[config.mk]
export PLATFORM = sky130hd
export DESIGN_NAME = alu_op_driver
export DESIGN_NICKNAME = d
export VERILOG_FILES = /design/src/rtl/alu_op_driver.sv
export SDC_FILE = /design/constraint.sdc
export NUM_CORES = 1
export LEC_CHECK = 0
export BUFFER_PORTS_ARGS = -buffer_cell sky130_fd_sc_hd__buf_4
export CAP_MARGIN = 20
export CORE_MARGIN = 1
export CORE_UTILIZATION = 50
export DETAILED_ROUTE_END_ITERATION = 8
export PLACE_DENSITY = 0.94
export RECOVER_POWER = 100
export SYNTH_ARGS = -nofsm -noshare
export SYNTH_HDL_FRONTEND = slang
export SYNTH_SLANG_ARGS = --single-unit
[constraint.sdc]
create_clock -name clk -period 2.4 [get_ports clk]
set_input_delay 0.48 -clock clk [delete_from_list [all_inputs] [get_ports clk]]
set_output_delay 0.48 -clock clk [all_outputs]
set_load 0.005 [all_outputs]
[src/rtl/alu_op_driver.sv]
// Registered, flow-controlled operand driver and result capture for the 16-bit ALU.
// Optional sticky-flag accumulation is enabled by defining ALU_DRV_STICKY_FLAGS_EN.
module alu_op_driver #(
  parameter int WIDTH    = 16,
  parameter int FLAG_W   = 5,
  parameter int ALU_WAIT = 0
) (
  input  logic              clk,
  input  logic              rst_n,
  input  logic              req_valid,
  output logic              req_ready,
  input  logic [1:0]        req_op,
  input  logic [WIDTH-1:0]  req_a,
  input  logic [WIDTH-1:0]  req_b,
  output logic [WIDTH-1:0]  alu_a,
  output logic [WIDTH-1:0]  alu_b,
  output logic [1:0]        alu_control,
  input  logic [WIDTH-1:0]  alu_res,
  input  logic [FLAG_W-1:0] alu_flags,
  output logic              rsp_valid,
  input  logic              rsp_ready,
  output logic [WIDTH-1:0]  rsp_res,
  output logic [FLAG_W-1:0] rsp_flags,
  output logic [15:0]       op_count,
  output logic [FLAG_W-1:0] sticky_flags,
  input  logic              flags_clr
);

  localparam logic [2:0] WAIT_INIT = 3'(ALU_WAIT);

  typedef enum logic [1:0] {
    S_IDLE = 2'd0,
    S_WAIT = 2'd1,
    S_RESP = 2'd2
  } state_t;

  state_t            r_state;
  logic [2:0]        r_cnt;
  logic [WIDTH-1:0]  r_alu_a;
  logic [WIDTH-1:0]  r_alu_b;
  logic [1:0]        r_alu_ctl;
  logic [WIDTH-1:0]  r_rsp_res;
  logic [FLAG_W-1:0] r_rsp_flags;
  logic [15:0]       r_op_count;
  logic              r_req_ready;
  logic              r_rsp_valid;
  logic              w_capture;

  assign w_capture = (r_state == S_WAIT) && (r_cnt == 3'd0);

  always_ff @(posedge clk) begin
    if (!rst_n) begin
      r_state     <= S_IDLE;
      r_cnt       <= '0;
      r_alu_a     <= '0;
      r_alu_b     <= '0;
      r_alu_ctl   <= '0;
      r_rsp_res   <= '0;
      r_rsp_flags <= '0;
      r_op_count  <= '0;
      r_req_ready <= 1'b1;
      r_rsp_valid <= 1'b0;
    end else begin
      unique case (r_state)
        S_IDLE: begin
          if (req_valid) begin
            r_alu_a     <= req_a;
            r_alu_b     <= req_b;
            r_alu_ctl   <= req_op;
            r_cnt       <= WAIT_INIT;
            r_req_ready <= 1'b0;
            r_state     <= S_WAIT;
          end
        end
        S_WAIT: begin
          if (r_cnt == 3'd0) begin
            r_rsp_res   <= alu_res;
            r_rsp_flags <= alu_flags;
            r_rsp_valid <= 1'b1;
            r_state     <= S_RESP;
          end else begin
            r_cnt <= r_cnt - 3'd1;
          end
        end
        S_RESP: begin
          if (rsp_ready) begin
            r_op_count  <= r_op_count + 16'd1;
            r_rsp_valid <= 1'b0;
            r_req_ready <= 1'b1;
            r_state     <= S_IDLE;
          end
        end
        default: begin
          r_rsp_valid <= 1'b0;
          r_req_ready <= 1'b1;
          r_state     <= S_IDLE;
        end
      endcase
    end
  end

  // Ready is suppressed during reset even though the state register says IDLE.
  assign req_ready   = r_req_ready & rst_n;
  assign rsp_valid   = r_rsp_valid;
  assign alu_a       = r_alu_a;
  assign alu_b       = r_alu_b;
  assign alu_control = r_alu_ctl;
  assign rsp_res     = r_rsp_res;
  assign rsp_flags   = r_rsp_flags;
  assign op_count    = r_op_count;

`ifdef ALU_DRV_STICKY_FLAGS_EN
  logic [FLAG_W-1:0] r_sticky;

  // Clear takes priority, then the captured flags are ORed in.
  always_ff @(posedge clk) begin
    if (!rst_n) begin
      r_sticky <= '0;
    end else if (flags_clr) begin
      r_sticky <= w_capture ? alu_flags : '0;
    end else if (w_capture) begin
      r_sticky <= r_sticky | alu_flags;
    end
  end

  assign sticky_flags = r_sticky;
`else
  logic w_unused_clr;

  assign w_unused_clr = flags_clr ^ w_capture;
  assign sticky_flags = '0;
`endif

endmodule

## Word-level counts from Yosys, hierarchy flattened

Index checks and enable logic that the tools add are counted.

- Order comparisons: 0
- Equality and inequality tests: 6
- Shifts and indexed selects: 0
- Add/subtract/negate cells: 2
- Div/mod/pow operators: 0
- Bitwise operators: 3
- Reductions and logical operators: 10
- $mul: 0
- Mux-type cells: 13

Operators with widths:

| cell | number |
|---|---|
| 16-bit by 1-bit adder with 16-bit output (second input constant) | 1 |
| 3-bit AND reduction | 4 |
| 2-bit two-way mux | 3 |
| 3-bit two-way mux | 2 |
| 2-bit != test (second input constant) | 3 |
| 1-bit one-hot mux with 3 select lines | 2 |
| 2-bit one-hot mux with 3 select lines | 1 |
| 3-bit one-hot mux with 2 select lines | 1 |
| 2-bit AND reduction | 3 |
| 1-bit two-way mux | 4 |
| 3-bit zero test | 1 |
| 3-bit by 1-bit subtractor with 3-bit output (second input constant) | 1 |
| 2-bit by 1-bit equality test with 1-bit output (second input constant) | 1 |
| 2-bit equality test (second input constant) | 1 |
| 2-bit zero test | 1 |
| 2-bit by 1-bit != test with 1-bit output (second input constant) | 1 |
| 1-bit inverter | 2 |
| 2-bit nonzero test | 1 |
| 1-bit AND | 1 |

- Input bits: 60
- Bits in registers: 78
- Output and inout bits: 78
- Bits in read-only memories: 0
- Memory bits (writable): 0
- Latch bits: 0
- Memories kept: 0

## Longest topological paths before layout

- Word-level depth: 3
- Gate-level depth with buffers: 7

## Worst setup path after synthesis

OpenSTA, ideal clock, no wires.

- Path kind: register to register
- From: register r_op_count[0], in the netlist op_count[0]
- To: register r_op_count[12], in the netlist op_count[12]
- Setup time: 70 ps
- Path slack: 785 ps
- Stages on the path, launching flop included: 7
- Period minus slack after synthesis: 1615 ps
- Required time: 2330 ps
- Arrival time: 1544 ps
- Cell sequence: dfxtp_1 ha_1 and4b_1 buf_2 nand2_1 or4_1 a21oi_1

- Cells in the longest elaborated chain, start to end: 1

RTL lines:

| what | line | RTL |
|---|---|---|
| start, declared | 44 | `logic [15:0] r_op_count;` |
| start signal, assigned | 87 | `r_op_count <= r_op_count + 16'd1;` |
| 16-bit by 1-bit adder with 16-bit output | 87 |  |

Every way passes these cells.
A chain may end at the register's enable or synchronous reset.

## Worst setup path after layout

- From: register r_cnt[0]
- To: register r_rsp_flags[0], in the netlist rsp_flags[0]

- Cells in the longest elaborated chain, start to end: 2

RTL lines:

| what | line | RTL |
|---|---|---|
| start, declared | 38 | `logic [2:0] r_cnt;` |
| start signal, assigned | 82 | `r_cnt <= r_cnt - 3'd1;` |
| 3-bit zero test | 76 | `if (r_cnt == 3'd0) begin` |
| 2-bit AND reduction (no source line) | - |  |
| end signal, assigned | 78 | `r_rsp_flags <= alu_flags;` |
| end, declared | 43 | `logic [FLAG_W-1:0] r_rsp_flags;` |

Every way passes these cells.

==> impl_metrics.csv <==
group,metric,value,unit
yosys,syn_avg_cell_area,8.14,sq um
yosys,yosys_warnings,0,
floorplan,row_count,27,
floorplan,core,5680,sq um
floorplan,floorplan.initialDensity,53.2,%
yosys,syn_area,3020,sq um
worst_setup_path,critPathArrivalTime,2220,ps
floorplan,die_width,79.7,um
finish,fin_cells,571,
worst_setup_path,endpoint,"rsp_flags[0]",
route,routedWlPerCell,12.6,um
grt,grt_max_degree,43,
cts,htree_levels,3,
cts,clk_latency,330,ps
worst_setup_path,cp-start-kind,"flip-flop",
cts,postCtsResizedCells,0,
grt,grt_pass1_vias,2590,
route,wl,7220,um
yosys,synth_cell_types,37,
sta,setup_viol_count_final,0,
cts,cts-root-buf,"clkbuf_8",
sta,slew_headroom,27.0,%
sta,slew_viol_final,0,
sta,fin_skew,4.52,ps
sta,worst_hold_slack,358,ps
finish,fin_nets,557,
worst_setup_path,crit_start,"r_cnt[0]",
grt,grt_pass1_wl,11200,um
placed_design,dp_cells,555,
grt,grt_overflow_total,0,
grt,grt.total_usage,22.6,%
route,vias,2858,
worst_setup_path,required,2660,ps
power_and_ir_drop,p_leak,1.78,nW
placed_design,port_buffers,131,
sta,period_share,81.7,%
yosys,synth-seq-cells,78,
route,ant_nets,0,
worst_setup_path,r2r_slack,440,ps
cts,clock-sinks,78,
job,maxCapViolations,0,
worst_setup_path,path_max_fanout,21,
yosys,synth_cells,371,
run_status,outcome,"finished, final reports clean",
worst_setup_path,worst_r2r_startpoint,"r_cnt[0]",
floorplan,die_h,79.7,um
route,drt_iter0_drc,119,
worst_setup_path,reg2regPathDepth,7,
cts,path_clk_slew,70,ps
cts,ctsLongestPathBuffers,2,
cts,cts_buffers,9,
yosys,seq_area_frac_synth,51.7,%
finish,area_delta_synth_final,39.8,%
route,drc,0,
placed_design,place.gp.congestion,0.751,
worst_setup_path,rr_endpoint,"rsp_flags[0]",
sta,rsz0062_at_grt,"false",
sta,fin_crit,1960,ps
min_path,hp-class,"in -> reg",
power_and_ir_drop,powerDensity,658,nW/um^2
route,via_per_inst,5.01,
cts,holdBufCountCts,0,
sta,finalHoldViolations,0,
sta,setup_tns,0,ps
cts,cts_tree,"done",
sta,tightest_slew,1090,ps
worst_setup_path,critPathKind,"reg -> reg",
placed_design,hpwl,5100,um
finish,diodes,0,
cts,cts_setup_buffers,0,
floorplan,dieArea,6360,sq um
sta,fmax,0.510,GHz
floorplan,io_pins,138,
worst_setup_path,end_kind,"flip-flop",
grt,antenna_found_initial,0,
route,drtPass1Iterations,4,
finish,drive_gt1_share,30.3,%
power_and_ir_drop,ir_drop,0.000414,V
-- how the worst min path moves through the flow --
stage / startpoint / to / slack (ps) / cells after the start
floorplan: r_cnt[1] / r_cnt[1] / 440 / 2
global placement: alu_b[7] / alu_b[7] / 440 / 2
detailed placement: alu_a[10] / alu_a[10] / 450 / 2
CTS: rst_n / r_req_ready / 350 / 2
global route: rst_n / r_req_ready / 360 / 2
finish: rst_n / r_req_ready / 360 / 2
-- layout by cell type (no fill, tap or decap), drive strengths merged --
cell	count
nor2b	1
or4	2
o21ai	5
and4b	1
clkinv	2
nand3b	2
nor4	3
or2	2
nor3b	2
nand4	4
buf	63
o31ai	2
ha	3
nor2	15
nand2b	3
nand3	8
a21oi	65
mux2i	2
and2	3
nor3	4
nand2	116
clkbuf	85
xnor2	7
bufinv	2
xor2	4
dfxtp	78
or3	5
and3	1
conb	5
inv	4
-- cell families (layout without fill, tap and decap cells) --
family	Yosys count	in the layout	synth area share, %
adders and majority gates	3	3	1.24
other	1	5	0.124
AOI/OAI and AO/OA	72	72	12.1
DFF	78	78	51.7
muxes	2	2	0.663
buffers and inverters	32	156	4.76
xor gates and xnor gates	11	11	3.19
and+or+nand+nor	172	172	26.3
-- per-stage QoR --
stage	setup slack, ps	power, mW	area (sq um)	utilization [%]
after floorplan	785	1.57	3040	-
after global placement	608	1.76	4060	71.5
after detailed placement	571	1.77	4060	71.5
after CTS	540	2.81	4270	75.2
after global routing	263	2.89	4220	74.4
final	440	2.78	4220	74.4
-- synthesized netlist by cell type (all sizes together) --
library cell	n	area (sq um)
a21oi	65	325
and2	3	18.8
and3	1	7.51
and4b	1	10.0
buf	10	61.3
clkbuf	18	67.6
conb	1	3.75
dfxtp	78	1560
ha	3	37.5
inv	4	15.0
mux2i	2	20.0
nand2	116	435
nand2b	3	18.8
nand3	8	50.1
nand3b	2	27.5
nand4	4	40.0
nor2	15	56.3
nor2b	1	6.26
nor3	4	20.0
nor3b	2	20.0
nor4	3	18.8
o21ai	5	25.0
o31ai	2	15.0
or2	2	12.5
or3	5	36.3
or4	2	15.0
xnor2	7	61.3
xor2	4	35.0
-- where the power goes --
group	leakage [nW]	total [mW]	switching, mW	internal (mW)
Combinational	1.04	0.334	0.157	0.177
Sequential	0.636	1.39	0.0346	1.36
Clock	0.110	1.05	0.442	0.612
-- layout make-up --
cell class	instances	area, sq um
inverters	4	15.0
fillers	402	1450
well taps	72	90.1
repair buffers	136	1030
clock buffers	12	145
flip-flops and latches	78	1560
clock inverters	4	70.1
multi-input cells	265	1310
-- state kept, by name (all words and copies together) (netlist names) --
name / count
r_req_ready: 1
alu_b: 16
op_count: 16
r_cnt: 3
rsp_valid: 1
r_state: 2
rsp_flags: 5
alu_control: 2
alu_a: 16
rsp_res: 16
-- layer usage --
metal / GRT usage (%) / part of all wire (%)
met1: 25.5 / 42
met2: 39.7 / 48
met3: 5.60 / 7.1
met4: 10.4 / 2.0
met5: 0 / 0
-- worst max-delay path: stages, from the launching register on --
cell and delay (ps):
dfxtp_1 320, inv_1 80, ha_1 170, nand2b_1 110, nor3b_1 220, clkbuf_1 700
nand2_1 110, a21oi_1 170
No activity file was read; power rests on OpenSTA's default activity.
